File: src/rtl/vend_pkg.sv
// Definitions shared by the coin link transmitter and the vending machine core.
package vend_pkg;

    typedef enum logic [1:0] {
        NICKEL  = 2'b00,
        DIME    = 2'b01,
        QUARTER = 2'b10,
        DOLLAR  = 2'b11
    } coin_code_t;

    typedef enum logic [2:0] {
        TX_IDLE,
        TX_START,
        TX_DATA,
        TX_PARITY,
        TX_STOP,
        TX_GAP
    } tx_state_t;

    localparam logic FRAME_START = 1'b0;
    localparam logic FRAME_STOP  = 1'b1;

    localparam int unsigned NICKEL_CENTS  = 5;
    localparam int unsigned DIME_CENTS    = 10;
    localparam int unsigned QUARTER_CENTS = 25;
    localparam int unsigned DOLLAR_CENTS  = 100;

endpackage

File: src/rtl/coin_fifo.sv
// Synchronous pending-coin queue; pushes when full and pops when empty are ignored.
module coin_fifo #(
    parameter int unsigned WIDTH = 2,
    parameter int unsigned DEPTH = 4
) (
    input  logic                     clk,
    input  logic                     reset,
    input  logic                     push,
    input  logic [WIDTH-1:0]         push_data,
    input  logic                     pop,
    output logic [WIDTH-1:0]         head,
    output logic                     full,
    output logic                     empty,
    output logic [$clog2(DEPTH):0]   count
);

    localparam int unsigned AW = $clog2(DEPTH);

    logic [WIDTH-1:0] mem [DEPTH];
    logic [AW-1:0]    wr_ptr;
    logic [AW-1:0]    rd_ptr;
    logic             do_push;
    logic             do_pop;

    assign full    = (count == (AW+1)'(DEPTH));
    assign empty   = (count == '0);
    assign head    = mem[rd_ptr];
    assign do_push = push && !full;
    assign do_pop  = pop && !empty;

    always_ff @(posedge clk) begin
        if (reset) begin
            wr_ptr <= '0;
            rd_ptr <= '0;
            count  <= '0;
        end else begin
            if (do_push) wr_ptr <= wr_ptr + AW'(1);
            if (do_pop)  rd_ptr <= rd_ptr + AW'(1);
            case ({do_push, do_pop})
                2'b10:   count <= count + (AW+1)'(1);
                2'b01:   count <= count - (AW+1)'(1);
                default: count <= count;
            endcase
        end
    end

    always_ff @(posedge clk) begin
        if (do_push) mem[wr_ptr] <= push_data;
    end

endmodule

File: src/rtl/coin_serial_tx.sv
// Serial coin link transmitter: queues sensor coin events and sends each as
// start / LSB-first data / even parity / stop, followed by an idle gap.
module coin_serial_tx #(
    parameter int unsigned COIN_BITS  = 2,
    parameter int unsigned BIT_CYCLES = 1,
    parameter int unsigned GAP_CYCLES = 1,
    parameter int unsigned FIFO_DEPTH = 4
) (
    input  logic                 clk,
    input  logic                 reset,
    input  logic                 coin_valid,
    input  logic [COIN_BITS-1:0] coin_code,
    output logic                 coin_ready,
    output logic                 serialOut,
    output logic                 busy,
    output logic                 tx_done
);

    import vend_pkg::*;

    localparam int unsigned CW = $clog2(BIT_CYCLES) + 1;
    localparam int unsigned BW = $clog2(COIN_BITS) + 1;
    localparam int unsigned GW = $clog2(GAP_CYCLES) + 1;

    tx_state_t              state, state_n;
    logic [CW-1:0]          cyc, cyc_n;
    logic [BW-1:0]          bit_cnt, bit_n;
    logic [GW-1:0]          gap_cnt, gap_n;
    logic [COIN_BITS-1:0]   shift, shift_n, shifted;
    logic                   parity, par_n;
    logic                   line, line_n;
    logic                   last_cycle;
    logic                   pop;
    logic                   full, empty;
    logic [COIN_BITS-1:0]   head;
    logic [$clog2(FIFO_DEPTH):0] count;

    coin_fifo #(
        .WIDTH(COIN_BITS),
        .DEPTH(FIFO_DEPTH)
    ) u_fifo (
        .clk       (clk),
        .reset     (reset),
        .push      (coin_valid && coin_ready),
        .push_data (coin_code),
        .pop       (pop),
        .head      (head),
        .full      (full),
        .empty     (empty),
        .count     (count)
    );

    assign coin_ready = !reset && !full;
    assign serialOut  = line;
    assign busy       = (state != TX_IDLE) || (count != '0);
    assign last_cycle = (cyc == CW'(BIT_CYCLES - 1));
    assign tx_done    = (state == TX_STOP) && last_cycle;
    assign shifted    = shift >> 1;

    // state always names the bit currently on the line; line_n is loaded on the
    // same edge the state changes so serialOut stays a plain register.
    always_comb begin
        state_n = state;
        cyc_n   = last_cycle ? '0 : cyc + CW'(1);
        bit_n   = bit_cnt;
        gap_n   = gap_cnt;
        shift_n = shift;
        par_n   = parity;
        line_n  = line;
        pop     = 1'b0;
        case (state)
            TX_IDLE: begin
                cyc_n  = '0;
                line_n = FRAME_STOP;
                if (!empty) begin
                    pop     = 1'b1;
                    shift_n = head;
                    par_n   = ^head;
                    bit_n   = '0;
                    line_n  = FRAME_START;
                    state_n = TX_START;
                end
            end
            TX_START: begin
                if (last_cycle) begin
                    line_n  = shift[0];
                    state_n = TX_DATA;
                end
            end
            TX_DATA: begin
                if (last_cycle) begin
                    if (bit_cnt == BW'(COIN_BITS - 1)) begin
                        line_n  = parity;
                        state_n = TX_PARITY;
                    end else begin
                        shift_n = shifted;
                        line_n  = shifted[0];
                        bit_n   = bit_cnt + BW'(1);
                    end
                end
            end
            TX_PARITY: begin
                if (last_cycle) begin
                    line_n  = FRAME_STOP;
                    state_n = TX_STOP;
                end
            end
            TX_STOP: begin
                if (last_cycle) begin
                    line_n  = FRAME_STOP;
                    gap_n   = '0;
                    state_n = TX_GAP;
                end
            end
            TX_GAP: begin
                cyc_n  = '0;
                line_n = FRAME_STOP;
                if (gap_cnt == GW'(GAP_CYCLES - 1)) state_n = TX_IDLE;
                else                                gap_n   = gap_cnt + GW'(1);
            end
            default: begin
                line_n  = FRAME_STOP;
                state_n = TX_IDLE;
            end
        endcase
    end

    always_ff @(posedge clk) begin
        if (reset) begin
            state   <= TX_IDLE;
            cyc     <= '0;
            bit_cnt <= '0;
            gap_cnt <= '0;
            shift   <= '0;
            parity  <= 1'b0;
            line    <= 1'b1;
        end else begin
            state   <= state_n;
            cyc     <= cyc_n;
            bit_cnt <= bit_n;
            gap_cnt <= gap_n;
            shift   <= shift_n;
            parity  <= par_n;
            line    <= line_n;
        end
    end

endmodule

File: config.mk
export PLATFORM = sky130hd
export DESIGN_NAME = coin_serial_tx
export DESIGN_NICKNAME = d
export VERILOG_FILES = /design/src/rtl/vend_pkg.sv /design/src/rtl/coin_fifo.sv /design/src/rtl/coin_serial_tx.sv
export SDC_FILE = /design/constraint.sdc
export NUM_CORES = 1
export LEC_CHECK = 0
export CAP_MARGIN = 20
export CORE_ASPECT_RATIO = 0.6
export CORE_UTILIZATION = 30
export DETAILED_ROUTE_END_ITERATION = 8
export PLACE_DENSITY_LB_ADDON = 0.2
export SYNTH_ARGS = -nofsm -noshare
export SYNTH_HDL_FRONTEND = slang
export SYNTH_SLANG_ARGS = --single-unit
File: constraint.sdc
create_clock -name clk -period 3 [get_ports clk]
set_input_delay 0.6 -clock clk [delete_from_list [all_inputs] [get_ports clk]]
set_output_delay 0.6 -clock clk [all_outputs]
set_load 0.005 [all_outputs]
## Word level (Yosys, flattened, before mapping)

Memory sizes are Yosys's and may differ from the RTL's. A register that Yosys moved wholly into a read port is not among the register bits.
Cells that the tools add are included.

- Muxes and demuxes: 32
- Add/sub/neg operators: 7
- Eq/ne operators: 18
- Reduce and logical (&&, ||, !) cells: 24
- Bitwise gates (word level): 2

Operators by type and width:

| kind | number |
|---|---|
| $mux 3 | 7 |
| $ne 2x2->1 const B | 9 |
| $pmux 3 s6 | 1 |
| $mux 2 | 8 |
| $mux 1 | 11 |
| $eq 3x3->1 const B | 3 |
| $pmux 2 s2 | 2 |
| $reduce_and 7->1 | 1 |
| $add 2x1->2 const B | 3 |
| $eq 3x2->1 const B | 2 |
| $logic_not 3->1 | 2 |
| $pmux 3 s2 | 1 |
| $reduce_bool 2->1 | 3 |
| $reduce_bool 3->1 | 2 |
| $logic_and 1x1->1 | 5 |
| $eq 2x1->1 const B | 2 |
| $pmux 1 s4 | 1 |
| $reduce_and 2->1 | 2 |
| $reduce_and 4->1 | 1 |
| $reduce_or 4->1 | 1 |
| $add 3x1->3 const B | 1 |
| $eq 3x1->1 const B | 1 |
| $logic_not 1->1 | 3 |
| $reduce_and 3->1 | 1 |
| 8 further kinds | 10 |

- Memories kept: 1
- Input port bits: 5
- Flip-flop bits (word level): 18
- Memory bits (writable): 8
- Logic and storage cells: 94

Memories:

| memory | depth | width | read ports | clocked after memory_dff | write ports | RTL line | text |
|---|---|---|---|---|---|---|---|
| u_fifo.mem | 4 | 2 | 1 | 1 | 1 | coin_fifo.sv:19 | `logic [WIDTH-1:0] mem [DEPTH];` |

## Logic depth before layout (Yosys ltp)

Gate-level depths: netlist of run 1.

- Depth in word-level cells: 7
- Depth in mapped cells: 8

## Hierarchy

Synthesis of run 1 repeated with hierarchy kept, for this count alone.

- Cell total of the unflattened synthesis: 131
- Area total of the unflattened synthesis: 1371.3 µm²

Modules (own cells, without submodules):

| module | times used | sequential area each (µm²) | area each (µm²) | cells an instance |
|---|---|---|---|---|
| coin_fifo | 1 | 420.4 | 760.7 | 64 |
| coin_serial_tx | 1 | 200.2 | 610.6 | 67 |

## Worst setup path after synthesis of run 1

OpenSTA, ideal clock, no wires.

- Kind: input port to flip-flop
- Start point: in coin_valid
- End point: reg u_fifo.count[2]
- Path buffers: 0
- Data required time: 2.929 ns
- Setup time: 0.071 ns
- Slack: 0.725 ns
- Data arrival time: 2.204 ns
- Cell stages on the path: 8
- Cell sequence: inv_1 -> a211oi_2 -> inv_1 -> ha_1 -> fa_1 -> xnor2_1 -> or3_1 -> a21oi_1

- Longest elaborated chain between the ends: 4

Ends and longest elaborated chain:

| what | RTL line | text |
|---|---|---|
| from (decl) | coin_serial_tx.sv:11 | `input logic coin_valid,` |
| $logic_and 1x1->1 * | coin_serial_tx.sv:44 | `.push (coin_valid && coin_ready),` |
| $logic_and 1x1->1 * | coin_fifo.sv:28 | `assign do_push = push && !full;` |
| $eq 2x1->1 or $eq 2x2->1 (tied branches) | coin_fifo.sv:39 | `case ({do_push, do_pop})` |
| $pmux 3 s2 or $reduce_bool 2->1 (tied branches) | n/a |  |
| to (signal assigned) | coin_fifo.sv:40 | `2'b10: count <= count + (AW+1)'(1);` |
| to (signal assigned) | coin_fifo.sv:41 | `2'b01: count <= count - (AW+1)'(1);` |
| to (signal assigned) | coin_fifo.sv:42 | `default: count <= count;` |
| to (decl) | coin_fifo.sv:14 | `output logic [$clog2(DEPTH):0] count` |

Mark *: on every way between the ends. The rest lies on a longest branch, timed or not.
A chain may end at the register's enable or synchronous reset.

## Worst setup path in the final report of run 1

- Start point: in reset
- End point: out coin_ready

- Longest elaborated chain between the ends: 2

Ends and longest elaborated chain:

| what | RTL line | text |
|---|---|---|
| from (decl) | coin_serial_tx.sv:10 | `input logic reset,` |
| $logic_not 1->1 | coin_serial_tx.sv:53 | `assign coin_ready = !reset && !full;` |
| $logic_and 1x1->1 | coin_serial_tx.sv:53 |  |
| to (decl) | coin_serial_tx.sv:13 | `output logic coin_ready,` |

Every way passes these cells.

==> reports/qor.txt, run 1 <==
GLOBAL ROUTING
---------------------------------------------------------------------------------
Wire length of the first global-routing pass                              3.80 mm
Pin count of the biggest net entering global routing                           17
Residual overflow from global routing                                           0
Antenna violations before repair                                                0
Total routing resource utilization after global routing                     11.5%
Number of global-route vias before repair                                     826

STA
---------------------------------------------------------------------------------
Unrepaired setup endpoints after global routing                                no
Final setup violation count                                                     0
Setup TNS Final                                                              0 ps
Hold violation count in the final report                                        0
Crit share post-route                                                       82.4%
Min setup slack post-route                                                 529 ps
Peak clock frequency supported by timing                                  405 MHz
Tmin final                                                                2470 ps
Slew Viols, Final                                                               0
Setup Skew                                                               0.952 ps

CLOCKING
---------------------------------------------------------------------------------
Clock tree sinks                                                               27
Deepest level of the CTS H-tree                                                 1
Post-CTS sizing                                                                 0
CTS clock-pin slew for the worst setup and hold paths                       90 ps
Maximum number of buffers from clock root to sink                               2
TritonCTS clock tree                                                         done
Number of buffers added by the clock tree synthesis step                        3
Post-cts hold buffer count                                                      0
Root Buffer Master                                                   sky130_fd_sc_hd__clkbuf_8
Source-to-sink clock delay at the later pin of the worst-skew pair         270 ps
Post-CTS Repair Setup Buffers                                                   0

ROUTING
---------------------------------------------------------------------------------
TritonRoute pass-1 iters                                                        4
Number of vias per cell                                                      4.73
Number of design rule violations left after detail routing                      0
Antenna violation net count after detailed routing                              0
Starting DRT DRC Count                                                         43
Wire length after detailed routing                                        2.27 mm
Routed length per instance                                                12.2 µm
Vias after detailed routing                                                   880

LOGIC SYNTHESIS
---------------------------------------------------------------------------------
Total number of yosys warnings                                                  0
Number of synthesized flops with an enable pin                                  8
Asr flop ratio synth                                                           0%
Syn Std Cell Area                                                     0.00128 mm²
Most frequently used cell type in the post-synthesis netlist         sky130_fd_sc_hd__dfxtp_1
Fraction of the yosys area taken by sequential cells                        48.4%
Mean cell area of the mapped netlist                                     10.7 µm²
Gate Count Post-Synth                                                         120
Flip-flop and latch count after synthesis                                      27
Dominant cell type by area after synthesis                           sky130_fd_sc_hd__dfxtp_1
Largest cells by area after synthesis                                sky130_fd_sc_hd__dfxtp_1 (30%), sky130_fd_sc_hd__edfxtp_1 (19%), sky130_fd_sc_hd__ha_1 (5.9%)
Fraction of synthesized cell area taken by the top area cell type           29.7%
Synth cell types                                                               40
Top flip-flop cell by instance count after synthesis                 sky130_fd_sc_hd__dfxtp_1
Synth Net Count                                                               132
Most used standard cells in the synthesized netlist                  sky130_fd_sc_hd__dfxtp_1 (19), sky130_fd_sc_hd__nor2_1 (12), sky130_fd_sc_hd__edfxtp_1 (8)

WORST HOLD PATH
---------------------------------------------------------------------------------
Path type of the worst min-delay path                                  reg -> reg

FINAL LAYOUT
---------------------------------------------------------------------------------
Total Nets Final                                                              142
ANT cells                                                                       0
Total of fill cells in the finished design                                    401
Ratio of cells with drive above 1 in the final layout                       12.4%
P&R area growth vs syn                                                      14.7%

PWR
---------------------------------------------------------------------------------
Max rail drop VDD                                                          384 µV
Power density cells                                                    825 mW/mm²
Part of the total power dissipated in combinational logic                   40.4%
Design internal power                                                  0.000781 W
Net switching power figure                                             0.000432 W
Relative contribution of the clock network to total power                   16.9%
Part of the power in registers                                              42.7%
Fraction of power spent switching nets                                      35.6%
Leakage                                                                  0.509 nW

PLACEMENT
---------------------------------------------------------------------------------
Dpl hpwl                                                                  1.75 mm
Pre-CTS WS                                                                 350 ps
Placer Congestion                                                           0.725
Number of port buffers                                                          8

CRITICAL PATH
---------------------------------------------------------------------------------
Crit path cell chain                                                 clkdlybuf4s50_1, buf_4, a21oi_1, clkdlybuf4s50_1
WP data required                                                          2400 ps
Critical path launch point type                                        input port
Critical path's largest stage delay                                        520 ps
Worst path bufs/invs                                                            3
Type of destination of the critical path                              output port
Slowest stage cell, crit path                                        sky130_fd_sc_hd__clkdlybuf4s50_1
Critical path start-end classification                                  in -> out
Most Frequent Cell on Critical Path                                  sky130_fd_sc_hd__clkdlybuf4s50_1
Arrival time reported for the critical path endpoint                      1870 ps
Kind of cell adding the most delay to the critical path              buffers and inverters
CP max FO                                                                       9

FLOORPLANNING
---------------------------------------------------------------------------------
Core region area                                                      0.00387 mm²
I/O pin count                                                                   9
Floorplan die width                                                       86.4 µm
DIE AREA                                                              0.00454 mm²
Vertical extent of the die                                                52.6 µm
Effective utilization at floorplan                                          33.1%
Count of standard-cell rows                                                    17

RUN STATUS
---------------------------------------------------------------------------------
Result of the run                                                       completed

FLOW RUN
---------------------------------------------------------------------------------
Count of maximum capacitance violations                                         0

==> layout by cell type (no fill, tap or decap), types with 2 or more instances in the layout <==
cell / n
sky130_fd_sc_hd__a21oi_1: 7
sky130_fd_sc_hd__a31oi_1: 2
sky130_fd_sc_hd__and2_1: 4
sky130_fd_sc_hd__buf_4: 3
sky130_fd_sc_hd__clkbuf_8: 3
sky130_fd_sc_hd__clkdlybuf4s50_1: 8
sky130_fd_sc_hd__dfxtp_1: 19
sky130_fd_sc_hd__edfxtp_1: 8
sky130_fd_sc_hd__ha_1: 6
sky130_fd_sc_hd__inv_1: 7
sky130_fd_sc_hd__mux4_2: 2
sky130_fd_sc_hd__nand2_1: 7
sky130_fd_sc_hd__nand3b_1: 2
sky130_fd_sc_hd__nor2_1: 12
sky130_fd_sc_hd__nor3_1: 4
sky130_fd_sc_hd__nor3b_1: 2
sky130_fd_sc_hd__o21ai_0: 2
sky130_fd_sc_hd__or3_1: 3
sky130_fd_sc_hd__or3_4: 2
sky130_fd_sc_hd__xnor2_1: 5
sky130_fd_sc_hd__xor2_1: 2
==> tightest hold or removal path, stage by stage, from the launching register on <==
cell	delay, ps
sky130_fd_sc_hd__dfxtp_1	320
sky130_fd_sc_hd__nand2_1	60
sky130_fd_sc_hd__a21oi_1	50
==> cells by family after synthesis <==
family	Yosys count	synth area share [%]
xor+xnor	7	4.79
other cells	1	0.293
flops	27	48.4
buf+inv	13	4.69
fa+ha+maj	7	7.42
compound gates	21	12.5
mux	3	4.30
simple gates	41	17.6
==> routing by layer <==
metal	global-route usage, %	wire [µm]	vias up
met2	18.4	1030	21
met3	3.46	75	4
met5	0	0	-
met1	14.4	1140	421
met4	5.00	23	0
li1	-	-	434
==> final cells by class <==
| type | count | area (µm²) | area share [%] |
|---|---|---|---|
| timing repair buffer | 11 | 103 | 6.98 |
| sequential | 27 | 621 | 42.2 |
| clock inverter | 1 | 7.51 | 0.511 |
| tap | 57 | 71.3 | 4.85 |
| inverter | 7 | 26.3 | 1.79 |
| multi-input combinational | 80 | 601 | 40.9 |
| clock buffer | 3 | 41.3 | 2.81 |
==> path summary, 6_finish.rpt <==
path                                     start                            to  slack (ps)  cells after the start
setup / recovery                         reset                    coin_ready         530                      4
hold / removal         bit_cnt[1]$_SDFFE_PP0P_       bit_cnt[1]$_SDFFE_PP0P_         470                      2
setup reg to reg  u_fifo.count[0]$_SDFFE_PP0P_  u_fifo.count[2]$_SDFFE_PP0P_         800                      7
hold reg to reg        bit_cnt[1]$_SDFFE_PP0P_       bit_cnt[1]$_SDFFE_PP0P_         470                      2
==> stage by stage <==
| stage | hold WS [ps] | area, µm² | util (%) | instances | power (W) |
|---|---|---|---|---|---|
| 6_report | 468 | 1470 | 38.0 | 186 | 0.00121 |
| 5_1_grt | 492 | 1470 | 38.0 | 186 | 0.00131 |
| 4_1_cts | 466 | 1470 | 38.0 | 186 | 0.00123 |
| 3_5_place_dp | 453 | 1420 | 36.7 | 182 | 0.00102 |
| 3_3_place_gp | 439 | 1420 | 36.7 | 182 | 0.000999 |
| 2_1_floorplan | 432 | 1280 | - | 120 | 0.000899 |
==> flip-flops by register name, summed over array words and instances, names as in the netlist, 2 cells and up, named ones only <==
register / flops
bit_cnt: 2
shift: 2
state: 3
u_fifo.count: 3
u_fifo.mem: 8
u_fifo.rd_ptr: 2
u_fifo.wr_ptr: 2
==> power by group through the flow <==
stage	clock [W]	sequential (W)	combinational, W
final	0.000205	0.000517	0.000491
after global routing	0.000230	0.000529	0.000551
after CTS	0.000215	0.000517	0.000496
after detailed placement	0	0.000525	0.000494
after global placement	0	0.000522	0.000476
after floorplan	0	0.000494	0.000406
Power figures use the tool's default switching activity.
==> inputs of run 2 (changes only) <==
Clock period 3 ns to 2.2 ns, I/O delays scaled along.
==> reports/qor.txt, run 2 (synthesis gave the netlist of run 1 again) <==
RUN STATUS
---------------------------------------------------------------------------------
Result of the run                                                       completed   unchanged

CLOCKING
---------------------------------------------------------------------------------
Source-to-sink clock delay at the later pin of the worst-skew pair         280 ps   was 270 ps
Deepest level of the CTS H-tree                                                 1   unchanged
CTS clock-pin slew for the worst setup and hold paths                       90 ps   about the same
Root Buffer Master                                                   sky130_fd_sc_hd__clkbuf_8   unchanged
Maximum number of buffers from clock root to sink                               2   unchanged
TritonCTS clock tree                                                         done   unchanged
Clock tree sinks                                                               27   unchanged
Number of buffers added by the clock tree synthesis step                        3   unchanged

PWR
---------------------------------------------------------------------------------
Part of the power in registers                                              39.1%   was 42.7%
Design internal power                                                   0.00114 W   was 0.000781 W
Net switching power figure                                             0.000614 W   was 0.000432 W
Power density cells                                                   1140 mW/mm²   was 825 mW/mm²
Fraction of power spent switching nets                                      35.1%   was 35.6%
Part of the total power dissipated in combinational logic                   44.6%   was 40.4%
Relative contribution of the clock network to total power                   16.3%   was 16.9%
Max rail drop VDD                                                          415 µV   was 384 µV
Leakage                                                                  0.549 nW   was 0.509 nW

PLACEMENT
---------------------------------------------------------------------------------
Number of port buffers                                                          8   unchanged
Count of placed standard cells including taps                                 187   was 182
Placer Congestion                                                           0.761   was 0.725
DP Area                                                               0.00146 mm²   was 0.00142 mm²
Dpl hpwl                                                                  1.64 mm   was 1.75 mm

STA
---------------------------------------------------------------------------------
Final setup violation count                                                     0   unchanged
Tmin final                                                                2120 ps
Peak clock frequency supported by timing                                  471 MHz
Crit share post-route                                                       96.6%
Setup Skew                                                                5.59 ps   was 0.952 ps
Hold violation count in the final report                                        0   unchanged
Worst hold margin                                                          456 ps   was 468 ps
Slew Viols, Final                                                               0   unchanged

FINAL LAYOUT
---------------------------------------------------------------------------------
Total of fill cells in the finished design                                    387   was 401
Final standard cell count with taps included and fillers excluded             192   was 186
Cell area after layout                                                0.00153 mm²   was 0.00147 mm²
Leading cell type in the layout, fill and taps excluded              sky130_fd_sc_hd__dfxtp_1   unchanged
Ratio of cells with drive above 1 in the final layout                       20.0%   was 12.4%
Largest registers ranked by flip-flop count                          u_fifo.mem: 8 flops, state: 3 flops, u_fifo.count: 3 flops   unchanged
ANT cells                                                                       0   unchanged
Combined area of the multi-input logic cells                              611 µm²   was 601 µm²
Largest register FFs                                                            8   unchanged
Largest register by flop count                                         u_fifo.mem   unchanged
Final Core Density                                                          39.6%   was 38.0%
Total Nets Final                                                              148   was 142
Commonest non-fill, non-tap cells in the layout                      sky130_fd_sc_hd__dfxtp_1 (17), sky130_fd_sc_hd__nor2_1 (12), sky130_fd_sc_hd__buf_4 (8), sky130_fd_sc_hd__edfxtp_1 (8)   was sky130_fd_sc_hd__dfxtp_1 (19), sky130_fd_sc_hd__nor2_1 (12), sky130_fd_sc_hd__clkdlybuf4s50_1 (8), sky130_fd_sc_hd__edfxtp_1 (8)
Area of all sequential standard cells                                     623 µm²   was 621 µm²
P&R area growth vs syn                                                      19.7%   was 14.7%

GLOBAL ROUTING
---------------------------------------------------------------------------------
Pin count of the biggest net entering global routing                           20   was 17
Met3 track utilization from global routing                                  3.94%   was 3.46%
Antenna violations before repair                                                0   unchanged
Total routing resource utilization after global routing                     12.4%   was 11.5%
Residual overflow from global routing                                           0   unchanged
Number of global-route vias before repair                                     882   was 826
GR Util met2                                                                20.0%   was 18.4%
Wire length of the first global-routing pass                              4.07 mm   was 3.80 mm
Met1 global-route usage                                                     15.2%   was 14.4%
Global route hottest layer                                                   met2   unchanged

FLOORPLANNING
---------------------------------------------------------------------------------
Core region area                                                      0.00387 mm²   unchanged
I/O pin count                                                                   9   unchanged
DIE AREA                                                              0.00454 mm²   unchanged
Floorplan die width                                                       86.4 µm   unchanged
Vertical extent of the die                                                52.6 µm   unchanged
Count of standard-cell rows                                                    17   unchanged
Effective utilization at floorplan                                          33.1%   unchanged

CRITICAL PATH
---------------------------------------------------------------------------------
Critical path launch point type                                        input port   unchanged
Type of destination of the critical path                                     flop   was output port
CP max FO                                                                       2   was 9
WP data required                                                          2410 ps   was 2400 ps
Arrival time reported for the critical path endpoint                      2340 ps   was 1870 ps
Critical path start-end classification                                  in -> reg   was in -> out

ROUTING
---------------------------------------------------------------------------------
Wire length after detailed routing                                        2.27 mm   about the same
TritonRoute pass-1 iters                                                        4   unchanged
Number of design rule violations left after detail routing                      0   unchanged
Vias after detailed routing                                                   891   was 880
Number of vias per cell                                                      4.64   was 4.73
Routed length per instance                                                11.8 µm   was 12.2 µm
Starting DRT DRC Count                                                         71   was 43
Antenna violation net count after detailed routing                              0   unchanged

FLOW RUN
---------------------------------------------------------------------------------
Count of maximum capacitance violations                                         0   unchanged

WORST HOLD PATH
---------------------------------------------------------------------------------
Path type of the worst min-delay path                                  reg -> reg   unchanged

run 2: cell count changes in the layout (fill, tap and decap cells not counted), sizes merged:
cell / delta
dlymetal6s2s: +1
clkdlybuf4s50: -1
buf: +6
run 2: final cells by class:
type                    count  share of cell area, %
multi-input cells          80                   39.8
flip-flops and latches     27                   40.6
clock inverters             1                  0.489
inverters                   7                   1.71
well taps                  57                   4.65
repair buffers             17                   10.0
clock buffers               3                   2.69
run 2: power groups by stage:
stage	clock network, W	registers (W)	logic [W]
finish	0.000285	0.000685	0.000780
CTS	0.000299	0.000681	0.000768
global placement	0	0.000688	0.000743
detailed placement	0	0.000693	0.000762
global route	0.000320	0.000698	0.000886
floorplan	0	0.000673	0.000553
run 2: worst paths after layout:
check                               start                           end  slack [ps]  cells past startpoint
max                            coin_valid  u_fifo.count[2]$_SDFFE_PP0P_          80                      9
min               bit_cnt[1]$_SDFFE_PP0P_       bit_cnt[1]$_SDFFE_PP0P_         460                      2
max reg2reg  u_fifo.count[0]$_SDFFE_PP0P_  u_fifo.count[2]$_SDFFE_PP0P_         200                      8
min reg2reg       bit_cnt[1]$_SDFFE_PP0P_       bit_cnt[1]$_SDFFE_PP0P_         460                      2
run 2: critical path, stage by stage:
cell	delay, ps
sky130_fd_sc_hd__clkdlybuf4s50_1	450
sky130_fd_sc_hd__inv_1	40
sky130_fd_sc_hd__a211oi_2	210
sky130_fd_sc_hd__inv_1	90
sky130_fd_sc_hd__ha_2	190
sky130_fd_sc_hd__fa_2	340
sky130_fd_sc_hd__xnor2_1	150
sky130_fd_sc_hd__or3_1	310
sky130_fd_sc_hd__a21oi_1	130
run 2: repair_timing:
action | in CTS | in global routing
setup buffers | 0 | 1
hold buffers | 0 | 0
resized for setup | 0 | 7
pin swaps | 1 | 2
endpoints found under the setup margin | 1 | 3
run 2: through the flow:
stage          total power (W)  setup slack, ps  TNS (ps)
2_1_floorplan          0.00123             32.6         0
3_3_place_gp           0.00143             -201      -201
3_5_place_dp           0.00145             -294      -299
4_1_cts                0.00175             7.80         0
5_1_grt                0.00190            -16.3     -16.3
6_report               0.00175             75.2         0
run 2: layer usage:
metal | up-vias | wire, µm
met3 | 5 | 80
met1 | 420 | 1160
li1 | 448 | -
met4 | 0 | 30
met5 | - | 0
met2 | 18 | 1000
